### src/rtl/arb_pkg.sv
// ---------------------------------------------------------------------------
// arb_pkg -- shared constants and types for the 8-way round-robin arbiter.
//   N_REQ       : number of requesters
//   ID_W        : width of a requester index
//   HOLD_W      : width of the grant hold counter
//   arb_state_t : arbiter FSM state (IDLE=0, GRANT=1)
// ---------------------------------------------------------------------------
package arb_pkg;
    localparam int unsigned N_REQ  = 8;
    localparam int unsigned ID_W   = 3;
    localparam int unsigned HOLD_W = 8;

    typedef enum logic {
        IDLE  = 1'b0,
        GRANT = 1'b1
    } arb_state_t;
endpackage : arb_pkg

### src/rtl/prio_enc83.sv
// ---------------------------------------------------------------------------
// prio_enc83 -- combinational 8-to-3 priority encoder, lowest set bit wins.
//   i_vec   : input vector to search
//   o_idx   : index of the lowest set bit (0 when none set)
//   o_valid : high when any bit of i_vec is set
// ---------------------------------------------------------------------------
module prio_enc83
    import arb_pkg::*;
(
    input  logic [N_REQ-1:0] i_vec,
    output logic [ID_W-1:0]  o_idx,
    output logic             o_valid
);

    logic w_found;

    always_comb begin
        o_idx   = '0;
        w_found = 1'b0;
        for (int unsigned i = 0; i < N_REQ; i++) begin
            if (i_vec[i] && !w_found) begin
                o_idx   = ID_W'(i);
                w_found = 1'b1;
            end
        end
        o_valid = w_found;
    end

endmodule : prio_enc83

### src/rtl/rr_arb8.sv
// ---------------------------------------------------------------------------
// rr_arb8 -- 8-requester round-robin arbiter with hold-time limit.
//   MAX_HOLD  : maximum number of cycles a single grant may be held (2..255)
//   clk       : clock, rising edge
//   rst_n     : asynchronous active-low reset
//   req       : request vector, bit i = requester i
//   done      : owner releases the grant (only looked at while granting)
//   gnt       : registered one-hot grant vector, zero when idle
//   gnt_id    : registered binary index of the owner, zero when idle
//   gnt_valid : registered, high exactly when gnt is non-zero
//   timeout   : one-cycle pulse when a grant is forcibly released
// ---------------------------------------------------------------------------
module rr_arb8
    import arb_pkg::*;
#(
    parameter int unsigned MAX_HOLD = 16
)(
    input  logic             clk,
    input  logic             rst_n,
    input  logic [N_REQ-1:0] req,
    input  logic             done,
    output logic [N_REQ-1:0] gnt,
    output logic [ID_W-1:0]  gnt_id,
    output logic             gnt_valid,
    output logic             timeout
);

    arb_state_t        r_state,     w_nxt_state;
    logic [ID_W-1:0]   r_ptr,       w_nxt_ptr;
    logic [HOLD_W-1:0] r_hold,      w_nxt_hold;
    logic [N_REQ-1:0]  r_gnt,       w_nxt_gnt;
    logic [ID_W-1:0]   r_gnt_id,    w_nxt_gnt_id;
    logic              r_gnt_valid, w_nxt_gnt_valid;
    logic              r_timeout,   w_nxt_timeout;

    logic [N_REQ-1:0]  w_rot;
    logic [ID_W-1:0]   w_idx;
    logic              w_any;
    logic [ID_W-1:0]   w_winner;
    logic              w_owner_req;
    logic              w_at_limit;

    // Rotate right by ptr so the search starts at ptr; index math wraps in ID_W bits.
    always_comb begin
        w_rot = '0;
        for (int unsigned j = 0; j < N_REQ; j++) begin
            w_rot[j] = req[ID_W'(j) + r_ptr];
        end
    end

    prio_enc83 u_enc (
        .i_vec   (w_rot),
        .o_idx   (w_idx),
        .o_valid (w_any)
    );

    assign w_winner    = w_idx + r_ptr;
    assign w_owner_req = req[r_gnt_id];
    assign w_at_limit  = (r_hold == HOLD_W'(MAX_HOLD - 1));

    always_ff @(posedge clk or negedge rst_n) begin
        if (!rst_n) begin
            r_state     <= IDLE;
            r_ptr       <= '0;
            r_hold      <= '0;
            r_gnt       <= '0;
            r_gnt_id    <= '0;
            r_gnt_valid <= 1'b0;
            r_timeout   <= 1'b0;
        end else begin
            r_state     <= w_nxt_state;
            r_ptr       <= w_nxt_ptr;
            r_hold      <= w_nxt_hold;
            r_gnt       <= w_nxt_gnt;
            r_gnt_id    <= w_nxt_gnt_id;
            r_gnt_valid <= w_nxt_gnt_valid;
            r_timeout   <= w_nxt_timeout;
        end
    end

    always_comb begin
        w_nxt_state     = r_state;
        w_nxt_ptr       = r_ptr;
        w_nxt_hold      = r_hold;
        w_nxt_gnt       = r_gnt;
        w_nxt_gnt_id    = r_gnt_id;
        w_nxt_gnt_valid = r_gnt_valid;
        w_nxt_timeout   = 1'b0;

        unique case (r_state)
            IDLE: begin
                w_nxt_gnt       = '0;
                w_nxt_gnt_id    = '0;
                w_nxt_gnt_valid = 1'b0;
                if (w_any) begin
                    w_nxt_state            = GRANT;
                    w_nxt_hold             = '0;
                    w_nxt_gnt[w_winner]    = 1'b1;
                    w_nxt_gnt_id           = w_winner;
                    w_nxt_gnt_valid        = 1'b1;
                end
            end
            GRANT: begin
                if (done || !w_owner_req || w_at_limit) begin
                    w_nxt_state     = IDLE;
                    w_nxt_ptr       = r_gnt_id + ID_W'(1);
                    w_nxt_hold      = '0;
                    w_nxt_gnt       = '0;
                    w_nxt_gnt_id    = '0;
                    w_nxt_gnt_valid = 1'b0;
                    // Only a pure hold-limit release counts as a timeout.
                    w_nxt_timeout   = w_at_limit && !done && w_owner_req;
                end else begin
                    w_nxt_hold = r_hold + HOLD_W'(1);
                end
            end
            default: begin
                w_nxt_state = IDLE;
            end
        endcase
    end

    assign gnt       = r_gnt;
    assign gnt_id    = r_gnt_id;
    assign gnt_valid = r_gnt_valid;
    assign timeout   = r_timeout;

endmodule : rr_arb8

### config.mk
export PLATFORM = sky130hd
export DESIGN_NAME = rr_arb8
export DESIGN_NICKNAME = d
export VERILOG_FILES = /design/src/rtl/arb_pkg.sv /design/src/rtl/prio_enc83.sv /design/src/rtl/rr_arb8.sv
export SDC_FILE = /design/constraint.sdc
export NUM_CORES = 1
export LEC_CHECK = 0
export CAP_MARGIN = 20
export CORE_UTILIZATION = 50
export DETAILED_ROUTE_END_ITERATION = 16
export GPL_TIMING_DRIVEN = 0
export PLACE_DENSITY = 0.76
export SYNTH_ARGS = -nofsm -noshare
export SYNTH_HDL_FRONTEND = slang
export SYNTH_SLANG_ARGS = --single-unit
### constraint.sdc
create_clock -name clk -period 4.8 [get_ports clk]
set_clock_uncertainty 0.15 [all_clocks]
set_input_delay 0.96 -clock clk [delete_from_list [all_inputs] [get_ports clk]]
set_output_delay 0.96 -clock clk [all_outputs]
set_load 0.02 [all_outputs]
==> impl_metrics.env, run 1 <==
export IMPL_status="completed"
export IMPL_design_core_area_um2=3440
export IMPL_globalRoute_totalOverflow=0
export IMPL_utilization=0.640
export IMPL_power_frac_clock=0.077
export IMPL_sw_frac_of_total=0.440
export IMPL_postLayoutSetupSlackWorst_ps=343
export IMPL_ys_seq_area_frac=0.337
export IMPL_timing_final_crit_share=0.928
export IMPL_grtUsageMet2=0.351
export IMPL_post_drt_wl_per_cell_um=16.5
export IMPL_reg2reg_setup_slack_ps=740
export IMPL_gr_usage_met1=0.269
export IMPL_worstMarginPinSlew_ps=621
export IMPL_cellInternalPower_mw=0.893
export IMPL_power_frac_comb=0.721
export IMPL_endpoint_kind="register"
export IMPL_drt_pre_antenna_iters=4
export IMPL_hold_path_class="register to register"
export IMPL_asyncSetResetFlopFracSynth=1.00
export IMPL_total_power_mw=1.59
export IMPL_detail_route_antenna_nets=0
export IMPL_cap_violations=0
export IMPL_insertion_delay_ps=260
export IMPL_cts_made_buffers=3
export IMPL_syn_avg_cell_area_um2=12.4
export IMPL_worst_ir_drop_vdd_mv=0.493
export IMPL_post_dp_hpwl_um=2830
export IMPL_post_cts_repair_setup_buffers=0
export IMPL_layoutNonFillerInstCount=224
export IMPL_rsz0062_at_grt="no"
export IMPL_io_pins=24
export IMPL_cts_sinks=25
export IMPL_fin_area_um2=2200
export IMPL_wl_um=3690
export IMPL_via_count=1409
export IMPL_setup_tns_final_ps=0
export IMPL_ys_top_cells_by_count="sky130_fd_sc_hd__dfrtp_1, sky130_fd_sc_hd__mux4_1, sky130_fd_sc_hd__mux2i_1"
export IMPL_crit_path_end="gnt[6]"
export IMPL_row_count=21
export IMPL_n_diodes=0
export IMPL_power_leakage_nw=0.945
export IMPL_io_buffer_count=23
export IMPL_number_of_instances_in_the_placed_design=219
export IMPL_final_period_minus_worst_setup_slack_ps=4460
export IMPL_cts_hold_buffers_added=0
export IMPL_first_global_vias=1370
export IMPL_area_delta_synth_final_pct=18.7
export IMPL_total_number_of_nets_in_the_final_design=196
export IMPL_rr_worst_depth=15
export IMPL_reg2reg_to="gnt[6]"
export IMPL_critPathLaunch="req[6]"
export IMPL_initial_core_util=0.539
export IMPL_post_cts_resized=0
export IMPL_synth_distinct_cells=48
export IMPL_groute_usage_overall=0.201
export IMPL_syn_area_um2=1860
export IMPL_grt_first_pass_wirelength_um=6360
export IMPL_place_ws_ps=68.9
export IMPL_synthTopCellsByArea="sky130_fd_sc_hd__dfrtp_1, sky130_fd_sc_hd__mux4_1, sky130_fd_sc_hd__mux2i_1, sky130_fd_sc_hd__a32o_1, sky130_fd_sc_hd__mux4_2"
export IMPL_grt_met3_usage=0.0347
export IMPL_setup_viol=0
export IMPL_cts_root_buf="sky130_fd_sc_hd__clkbuf_8"
export IMPL_synth_flop_cell="sky130_fd_sc_hd__dfrtp_1"
export IMPL_globalRoute_busiestLayer="met2"
export IMPL_drt_iter0_markers=92
export IMPL_yosys_warnings=0
export IMPL_post_drt_via_cell_ratio=6.29
export IMPL_synth_edff_count=0
export IMPL_switching_power_mw=0.700
export IMPL_drc_errors=0
export IMPL_post_synth_top_area_cell="sky130_fd_sc_hd__dfrtp_1"
export IMPL_worst_endpoint_arrival_ps=4510
export IMPL_gp_congestion=0.850
export IMPL_die_area_um2=3960
export IMPL_placedInstanceArea_um2=2140
export IMPL_setup_crit_path_kind="input port to register"
export IMPL_drive_above_1_share=0.163
export IMPL_cts_max_path_buffers=2
export IMPL_chipHeight_um=62.9
export IMPL_cts_tree="done"
export IMPL_post_syn_nets=167
export IMPL_slew_headroom=0.585
export IMPL_grt_max_degree=26
export IMPL_worstPathRequired_ps=4850
export IMPL_fin_worst_hold_slack_ps=333
export IMPL_yosys_register_bits=25
export IMPL_dieWidth_um=62.9
export IMPL_sequential_cell_fraction_of_total_power=0.202
export IMPL_synth_most_common_cell="sky130_fd_sc_hd__dfrtp_1"
export IMPL_power_density_cell_area_nw_per_um2=723
export IMPL_synthCells=150
export IMPL_max_clock_freq_mhz=224
export IMPL_synth_top_cell_area_share=0.337
export IMPL_slew_viol_final=0
export IMPL_cts_htree_levels=1
export IMPL_antenna_found_initial=0
export IMPL_timing_critical_path_from_type="input port"
export IMPL_hold_viol_final=0
export IMPL_worstReg2RegStart="r_ptr[0]"
export IMPL_clock_transition_at_the_registers_of_the_reported_paths_ps=80
export IMPL_crit_fanout=7
-- placed cells by master (no fill, tap or decap), types with 2 or more instances in the layout --
| cell type | count |
|---|---|
| sky130_fd_sc_hd__a21oi_1 | 4 |
| sky130_fd_sc_hd__a22o_1 | 3 |
| sky130_fd_sc_hd__a32o_1 | 8 |
| sky130_fd_sc_hd__buf_2 | 2 |
| sky130_fd_sc_hd__buf_6 | 2 |
| sky130_fd_sc_hd__clkbuf_1 | 3 |
| sky130_fd_sc_hd__clkbuf_8 | 4 |
| sky130_fd_sc_hd__clkdlybuf4s50_1 | 23 |
| sky130_fd_sc_hd__dfrtp_1 | 25 |
| sky130_fd_sc_hd__ha_1 | 5 |
| sky130_fd_sc_hd__inv_1 | 4 |
| sky130_fd_sc_hd__mux2_2 | 4 |
| sky130_fd_sc_hd__mux2i_1 | 10 |
| sky130_fd_sc_hd__mux4_1 | 11 |
| sky130_fd_sc_hd__mux4_2 | 3 |
| sky130_fd_sc_hd__nand2_1 | 8 |
| sky130_fd_sc_hd__nand3_1 | 3 |
| sky130_fd_sc_hd__nand3b_1 | 3 |
| sky130_fd_sc_hd__nor2_1 | 5 |
| sky130_fd_sc_hd__nor2b_1 | 3 |
| sky130_fd_sc_hd__o21ai_0 | 9 |
| sky130_fd_sc_hd__o31ai_1 | 3 |
| sky130_fd_sc_hd__or4_1 | 2 |
| sky130_fd_sc_hd__xnor2_1 | 5 |
-- kinds of logic after synthesis --
logic type | after synthesis | share of synthesized area
xor gates and xnor gates | 6 | 0.0323
muxes | 28 | 0.270
AOI/OAI and AO/OA | 35 | 0.149
buffers and inverters | 13 | 0.0431
and+or+nand+nor | 37 | 0.124
DFF | 25 | 0.337
adders and majority gates | 6 | 0.0445
-- cell type report --
cell class / count / area, um2
clock buffers: 4 / 45.0
well taps: 46 / 57.6
fillers: 277 / 1240
plain buffers: 8 / 61.3
multi-input cells: 112 / 1150
inverters: 5 / 18.8
flip-flops and latches: 25 / 626
repair buffers: 24 / 245
-- critical path: stages --
cell	delay, ps
sky130_fd_sc_hd__clkdlybuf4s50_1	510
sky130_fd_sc_hd__mux4_1	560
sky130_fd_sc_hd__mux2i_1	230
sky130_fd_sc_hd__or2b_2	320
sky130_fd_sc_hd__a21bo_2	210
sky130_fd_sc_hd__o31ai_1	230
sky130_fd_sc_hd__ha_1	190
sky130_fd_sc_hd__inv_1	50
sky130_fd_sc_hd__fa_1	370
sky130_fd_sc_hd__xnor2_1	330
sky130_fd_sc_hd__xor2_2	330
sky130_fd_sc_hd__a32o_1	220
-- layer usage --
layer / part of all wire / up-vias
met5: 0 / -
met2: 0.51 / 41
met3: 0.036 / 2
met4: 0.0016 / 0
li1: - / 654
met1: 0.45 / 712
-- worst min-delay path by stage --
stage	slack, ps	from	cells past startpoint	endpoint
2_1_floorplan	340	r_hold[1]	1	r_hold[1]
3_3_place_gp	320	gnt_valid	1	gnt_valid
3_5_place_dp	320	gnt_valid	1	gnt_valid
4_1_cts	340	gnt_valid	1	gnt_valid
5_1_grt	370	gnt[0]	1	gnt[0]
6_report	330	gnt_valid	1	gnt_valid
-- sequential cells by signal, indices dropped and copies added (netlist names) --
signal and cells:
gnt_valid 1, r_state 1, r_ptr 3, gnt_id 3, r_hold 8, gnt 8
timeout 1
-- power by group through the flow --
stage | combinational, mW | sequential, mW | clock, mW
floorplan | 0.852 | 0.359 | 0
finish | 1.15 | 0.322 | 0.122
CTS | 1.15 | 0.322 | 0.126
global placement | 1.10 | 0.324 | 0
global route | 1.24 | 0.331 | 0.134
detailed placement | 1.14 | 0.326 | 0
Note: power is estimated with default switching activity, not from simulation.
==> run 2: changes to the inputs <==
--- a/config.mk
+++ b/config.mk
@@ -9,7 +9,7 @@
 export CORE_UTILIZATION = 50
 export DETAILED_ROUTE_END_ITERATION = 16
 export GPL_TIMING_DRIVEN = 0
-export PLACE_DENSITY = 0.76
+export PLACE_DENSITY_LB_ADDON = 0.1
 export SYNTH_ARGS = -nofsm -noshare
 export SYNTH_HDL_FRONTEND = slang
 export SYNTH_SLANG_ARGS = --single-unit
==> impl_metrics.env, run 2 (synthesized netlist as in run 1, its figures left out) <==
export IMPL_status="completed"
export IMPL_cts_hold_buffers_added=0
export IMPL_gp_congestion=0.785
export IMPL_postLayoutSetupSlackWorst_ps=287
export IMPL_cts_max_path_buffers=2
export IMPL_worstMarginPinSlew_ps=535
export IMPL_worstPathRequired_ps=4860
export IMPL_die_area_um2=3960
export IMPL_timing_final_crit_share=0.940
export IMPL_power_leakage_nw=0.960
export IMPL_drt_pre_antenna_iters=4
export IMPL_sequential_cell_fraction_of_total_power=0.199
export IMPL_total_number_of_nets_in_the_final_design=196
export IMPL_post_dp_hpwl_um=3070
export IMPL_cts_htree_levels=1
export IMPL_endpoint_kind="register"
export IMPL_power_frac_comb=0.725
export IMPL_setup_crit_path_kind="input port to register"
export IMPL_via_count=1413
export IMPL_final_period_minus_worst_setup_slack_ps=4510
export IMPL_reg2reg_setup_slack_ps=710
export IMPL_slew_viol_final=0
export IMPL_num_fill_cells=295
export IMPL_critPathSlowestCell="sky130_fd_sc_hd__mux4_1"
export IMPL_cts_root_buf="sky130_fd_sc_hd__clkbuf_8"
export IMPL_worstReg2RegStart="r_ptr[0]"
export IMPL_total_power_mw=1.63
export IMPL_whs_endpoint="gnt_valid"
export IMPL_setup_tns_final_ps=0
export IMPL_insertion_delay_ps=270
export IMPL_max_clock_freq_mhz=222
export IMPL_post_drt_wl_per_cell_um=17.9
export IMPL_row_count=21
export IMPL_globalRoute_totalOverflow=0
export IMPL_post_drt_via_cell_ratio=6.31
export IMPL_rr_worst_depth=15
export IMPL_slowest_delay_ps=580
export IMPL_chipHeight_um=62.9
export IMPL_clock_transition_at_the_registers_of_the_reported_paths_ps=90
export IMPL_timing_critical_path_from_type="input port"
export IMPL_drive_above_1_share=0.174
export IMPL_io_buffer_count=23
export IMPL_hold_viol_final=0
export IMPL_groute_usage_overall=0.219
export IMPL_rsz0062_at_grt="no"
export IMPL_cts_made_buffers=3
export IMPL_dieWidth_um=62.9
export IMPL_crit_fanout=7
export IMPL_area_delta_synth_final_pct=19.9
export IMPL_wl_um=4010
export IMPL_power_frac_clock=0.076
export IMPL_sw_frac_of_total=0.445
export IMPL_initial_core_util=0.539
export IMPL_setup_viol=0
export IMPL_min_from="gnt_valid"
export IMPL_cellInternalPower_mw=0.903
export IMPL_drt_iter0_markers=71
export IMPL_n_diodes=0
export IMPL_cts_sinks=25
export IMPL_reg2reg_to="gnt[3]"
export IMPL_place_ws_ps=-22.7
export IMPL_timing_critical_path_cells="clkdlybuf4s50_1 > mux4_1 > mux2i_1 > or2b_2 > a21bo_2 > o31ai_1 > ha_1 > inv_1 > fa_1 > xnor2_2 > xnor2_1 > a32o_1"
export IMPL_detail_route_antenna_nets=0
export IMPL_holdPathStages=1
export IMPL_fin_area_um2=2230
export IMPL_grt_max_degree=26
export IMPL_slew_headroom=0.642
export IMPL_hold_path_class="register to register"
export IMPL_first_global_vias=1449
export IMPL_worst_ir_drop_vdd_mv=0.392
export IMPL_cts_tree="done"
export IMPL_drc_errors=0
export IMPL_design_core_area_um2=3440
export IMPL_worst_endpoint_arrival_ps=4570
export IMPL_critPathLaunch="req[7]"
export IMPL_grt_first_pass_wirelength_um=6950
export IMPL_power_density_cell_area_nw_per_um2=731
export IMPL_antenna_found_initial=0
export IMPL_mostFrequentLayoutCell="sky130_fd_sc_hd__dfrtp_1"
export IMPL_utilization=0.647
export IMPL_placedInstanceArea_um2=2140
export IMPL_cap_violations=0
export IMPL_mostFrequentLayoutCells="sky130_fd_sc_hd__dfrtp_1, sky130_fd_sc_hd__clkdlybuf4s50_1, sky130_fd_sc_hd__mux4_1"
export IMPL_io_pins=24
export IMPL_switching_power_mw=0.724
[run 2: cell types whose count changed in the layout (fill, tap and decap cells not counted), sizes merged]
cell	change
clkinv	+1
clkbuf	-1
[run 2: area by class of cell]
class                           instances  area [um2]  area share
Buffer                                  8        61.3      0.0275
Clock buffer                            3        41.3      0.0185
Clock inverter                          1        5.00     0.00225
Inverter                                5        18.8     0.00843
Multi-Input combinational cell        112        1160       0.521
Sequential cell                        25         626       0.281
Tap cell                               46        57.6      0.0259
Timing Repair Buffer                   24         258       0.116
[run 2: worst max path at each step]
| stage | end | cells past startpoint | slack [ps] |
|---|---|---|---|
| 2_1_floorplan | gnt[0] | 11 | 880 |
| 3_3_place_gp | gnt[1] | 12 | 30 |
| 3_5_place_dp | gnt[3] | 12 | -20 |
| 4_1_cts | gnt[3] | 12 | 250 |
| 5_1_grt | gnt[3] | 12 | 60 |
| 6_report | gnt[3] | 12 | 290 |
[run 2: through the flow]
step	instances	hold WS [ps]
floorplan	150	341
global placement	219	315
detailed placement	219	320
CTS	223	340
global route	224	377
finish	224	334
[run 2: power by group through the flow]
stage,Combinational (mW),Clock [mW],Sequential [mW]
6_report,1.18,0.124,0.323
5_1_grt,1.27,0.134,0.332
4_1_cts,1.16,0.127,0.324
3_5_place_dp,1.15,0,0.329
3_3_place_gp,1.12,0,0.325
2_1_floorplan,0.852,0,0.359
[run 2: repair_timing]
action,CTS,global route
endpoints found under the hold margin,0,0
setup buffers,0,0
endpoints found under the setup margin,0,3
resized for setup,0,1
[run 2: routing by layer]
metal | part of all wire | GRT usage
met1 | 0.44 | 0.288
met2 | 0.50 | 0.374
met3 | 0.057 | 0.0584
met4 | 0.0015 | 0.0203
met5 | 0 | 0
[run 2: critical path: cells and delay by family]
kind / cells / cell delay, ps
buf+inv: 2 / 560
fa+ha+maj: 2 / 600
simple gates: 1 / 320
xor+xnor: 2 / 580
compound gates: 3 / 740
mux: 2 / 810
==> run 3: changes to the inputs <==
--- a/config.mk
+++ b/config.mk
@@ -5,8 +5,9 @@
 export SDC_FILE = /design/constraint.sdc
 export NUM_CORES = 1
 export LEC_CHECK = 0
-export CAP_MARGIN = 20
+export CAP_MARGIN = 40
 export CORE_UTILIZATION = 50
+export CTS_CLUSTER_SIZE = 24
 export DETAILED_ROUTE_END_ITERATION = 16
 export GPL_TIMING_DRIVEN = 0
 export PLACE_DENSITY_LB_ADDON = 0.1
==> impl_metrics.env, run 3 (synthesized netlist as in run 1, its figures left out) <==
export IMPL_layoutNonFillerInstCount=224
export IMPL_groute_usage_overall=0.221
export IMPL_cts_made_buffers=3
export IMPL_holdPathStages=1
export IMPL_sw_frac_of_total=0.445
export IMPL_detail_route_antenna_nets=0
export IMPL_worst_endpoint_arrival_ps=4600
export IMPL_switching_power_mw=0.717
export IMPL_setup_viol=0
export IMPL_total_power_mw=1.61
export IMPL_total_number_of_nets_in_the_final_design=196
export IMPL_drt_iter0_markers=78
export IMPL_post_drt_wl_per_cell_um=17.8
export IMPL_whs_endpoint="gnt_valid"
export IMPL_place_ws_ps=-37.7
export IMPL_max_clock_freq_mhz=218
export IMPL_post_drt_via_cell_ratio=6.34
export IMPL_slowest_delay_ps=590
export IMPL_setup_crit_path_kind="input port to register"
export IMPL_first_global_vias=1479
export IMPL_crit_fanout=7
export IMPL_post_dp_hpwl_um=3150
export IMPL_power_frac_clock=0.076
export IMPL_io_pins=24
export IMPL_post_cts_resized=0
export IMPL_drive_above_1_share=0.169
export IMPL_hold_path_class="register to register"
export IMPL_reg2reg_to="gnt[3]"
export IMPL_rr_worst_depth=15
export IMPL_wl_um=3990
export IMPL_worstPathRequired_ps=4810
export IMPL_hold_viol_final=0
export IMPL_reg2reg_setup_slack_ps=640
export IMPL_mostFrequentLayoutCells="sky130_fd_sc_hd__dfrtp_1, sky130_fd_sc_hd__clkdlybuf4s50_1, sky130_fd_sc_hd__mux4_1"
export IMPL_clock_transition_at_the_registers_of_the_reported_paths_ps=90
export IMPL_cts_tree="done"
export IMPL_critPathSlowestCell="sky130_fd_sc_hd__mux4_1"
export IMPL_worst_ir_drop_vdd_mv=0.425
export IMPL_rsz0062_at_grt="no"
export IMPL_timing_final_crit_share=0.956
export IMPL_sequential_cell_fraction_of_total_power=0.200
export IMPL_insertion_delay_ps=270
export IMPL_cts_max_path_buffers=2
export IMPL_cts_hold_buffers_added=0
export IMPL_min_from="gnt_valid"
export IMPL_grt_max_degree=16
export IMPL_placedInstanceArea_um2=2160
export IMPL_worstMarginPinSlew_ps=690
export IMPL_design_core_area_um2=3440
export IMPL_antenna_found_initial=0
export IMPL_grt_first_pass_wirelength_um=6970
export IMPL_drt_pre_antenna_iters=5
export IMPL_timing_critical_path_from_type="input port"
export IMPL_n_diodes=0
export IMPL_mostFrequentLayoutCell="sky130_fd_sc_hd__dfrtp_1"
export IMPL_chipHeight_um=62.9
export IMPL_cts_sinks=25
export IMPL_crit_path_most_repeated_cell="sky130_fd_sc_hd__xnor2_1"
export IMPL_power_leakage_nw=0.947
export IMPL_post_cts_repair_setup_buffers=0
export IMPL_globalRoute_totalOverflow=0
export IMPL_drc_errors=0
export IMPL_slew_viol_final=0
export IMPL_endpoint_kind="register"
export IMPL_worstSetupPathDepth=12
export IMPL_fin_area_um2=2210
export IMPL_worstReg2RegStart="r_ptr[0]"
export IMPL_cts_htree_levels=1
export IMPL_area_delta_synth_final_pct=18.8
export IMPL_row_count=21
export IMPL_final_period_minus_worst_setup_slack_ps=4590
export IMPL_crit_family="multiplexers"
export IMPL_io_buffer_count=23
export IMPL_slew_headroom=0.538
export IMPL_critical_path_buf_inv_count=2
export IMPL_postLayoutSetupSlackWorst_ps=209
export IMPL_gp_congestion=0.785
export IMPL_power_frac_comb=0.723
export IMPL_dieWidth_um=62.9
export IMPL_power_density_cell_area_nw_per_um2=730
export IMPL_cellInternalPower_mw=0.894
export IMPL_timing_critical_path_cells="clkdlybuf4s50_1 > mux4_1 > mux2i_1 > or2b_2 > a21bo_2 > o31ai_1 > ha_1 > inv_1 > fa_1 > xnor2_1 > xnor2_1 > a32o_1"
export IMPL_cts_root_buf="sky130_fd_sc_hd__clkbuf_8"
export IMPL_via_count=1421
export IMPL_cap_violations=0
export IMPL_initial_core_util=0.539
export IMPL_die_area_um2=3960
export IMPL_status="completed"
export IMPL_number_of_instances_in_the_placed_design=220
run 3: cell counts in the layout (fill, tap and decap cells not counted):
Identical to the previous run, type by type.
run 3: metal layers:
layer	share of wire	vias up	global-route usage
met1	0.45	717	0.293
li1	-	659	-
met3	0.039	4	0.0401
met2	0.50	41	0.376
met4	0.0070	0	0.0436
met5	0	-	0
run 3: worst max-delay path by stage:
stage	to	startpoint	slack (ps)
4_1_cts	gnt[3]	req[7]	240
6_report	gnt[3]	req[7]	210
2_1_floorplan	gnt[0]	req[7]	880
5_1_grt	gnt[1]	req[6]	20
3_5_place_dp	gnt[3]	req[7]	-40
3_3_place_gp	gnt[1]	req[7]	30
run 3: area by class of cell:
cell class                      instances  area (um2)
Clock inverter                          1        5.00
Clock buffer                            3        41.3
Timing Repair Buffer                   24         245
Multi-Input combinational cell        112        1150
Fill cell                             291        1240
Buffer                                  8        61.3
Sequential cell                        25         626
Inverter                                5        18.8
Tap cell                               46        57.6
run 3: worst reg2reg max path, stage by stage, from the launching register on:
cell	delay (ps)
sky130_fd_sc_hd__dfrtp_1	510
sky130_fd_sc_hd__buf_6	210
sky130_fd_sc_hd__inv_2	60
sky130_fd_sc_hd__ha_1	300
sky130_fd_sc_hd__buf_6	150
sky130_fd_sc_hd__mux4_1	250
sky130_fd_sc_hd__mux2i_1	140
sky130_fd_sc_hd__or2b_2	310
sky130_fd_sc_hd__a21bo_2	210
sky130_fd_sc_hd__o31ai_1	280
sky130_fd_sc_hd__ha_1	210
sky130_fd_sc_hd__inv_1	50
sky130_fd_sc_hd__fa_1	370
sky130_fd_sc_hd__xnor2_1	350
sky130_fd_sc_hd__xnor2_1	230
sky130_fd_sc_hd__a32o_1	290
run 3: stage by stage:
step / TNS [ps] / hold WS, ps / util
floorplan: 0 / 341 / -
detailed placement: -129 / 320 / 0.627
global route: 0 / 373 / 0.641
finish: 0 / 333 / 0.641
global placement: 0 / 315 / 0.623
CTS: 0 / 340 / 0.641
run 3: power by group through the flow:
| stage | clock network [mW] | registers (mW) | logic [mW] |
|---|---|---|---|
| 2_1_floorplan | 0 | 0.359 | 0.852 |
| 3_3_place_gp | 0 | 0.325 | 1.12 |
| 3_5_place_dp | 0 | 0.328 | 1.16 |
| 4_1_cts | 0.127 | 0.324 | 1.16 |
| 5_1_grt | 0.135 | 0.332 | 1.25 |
| 6_report | 0.123 | 0.323 | 1.17 |
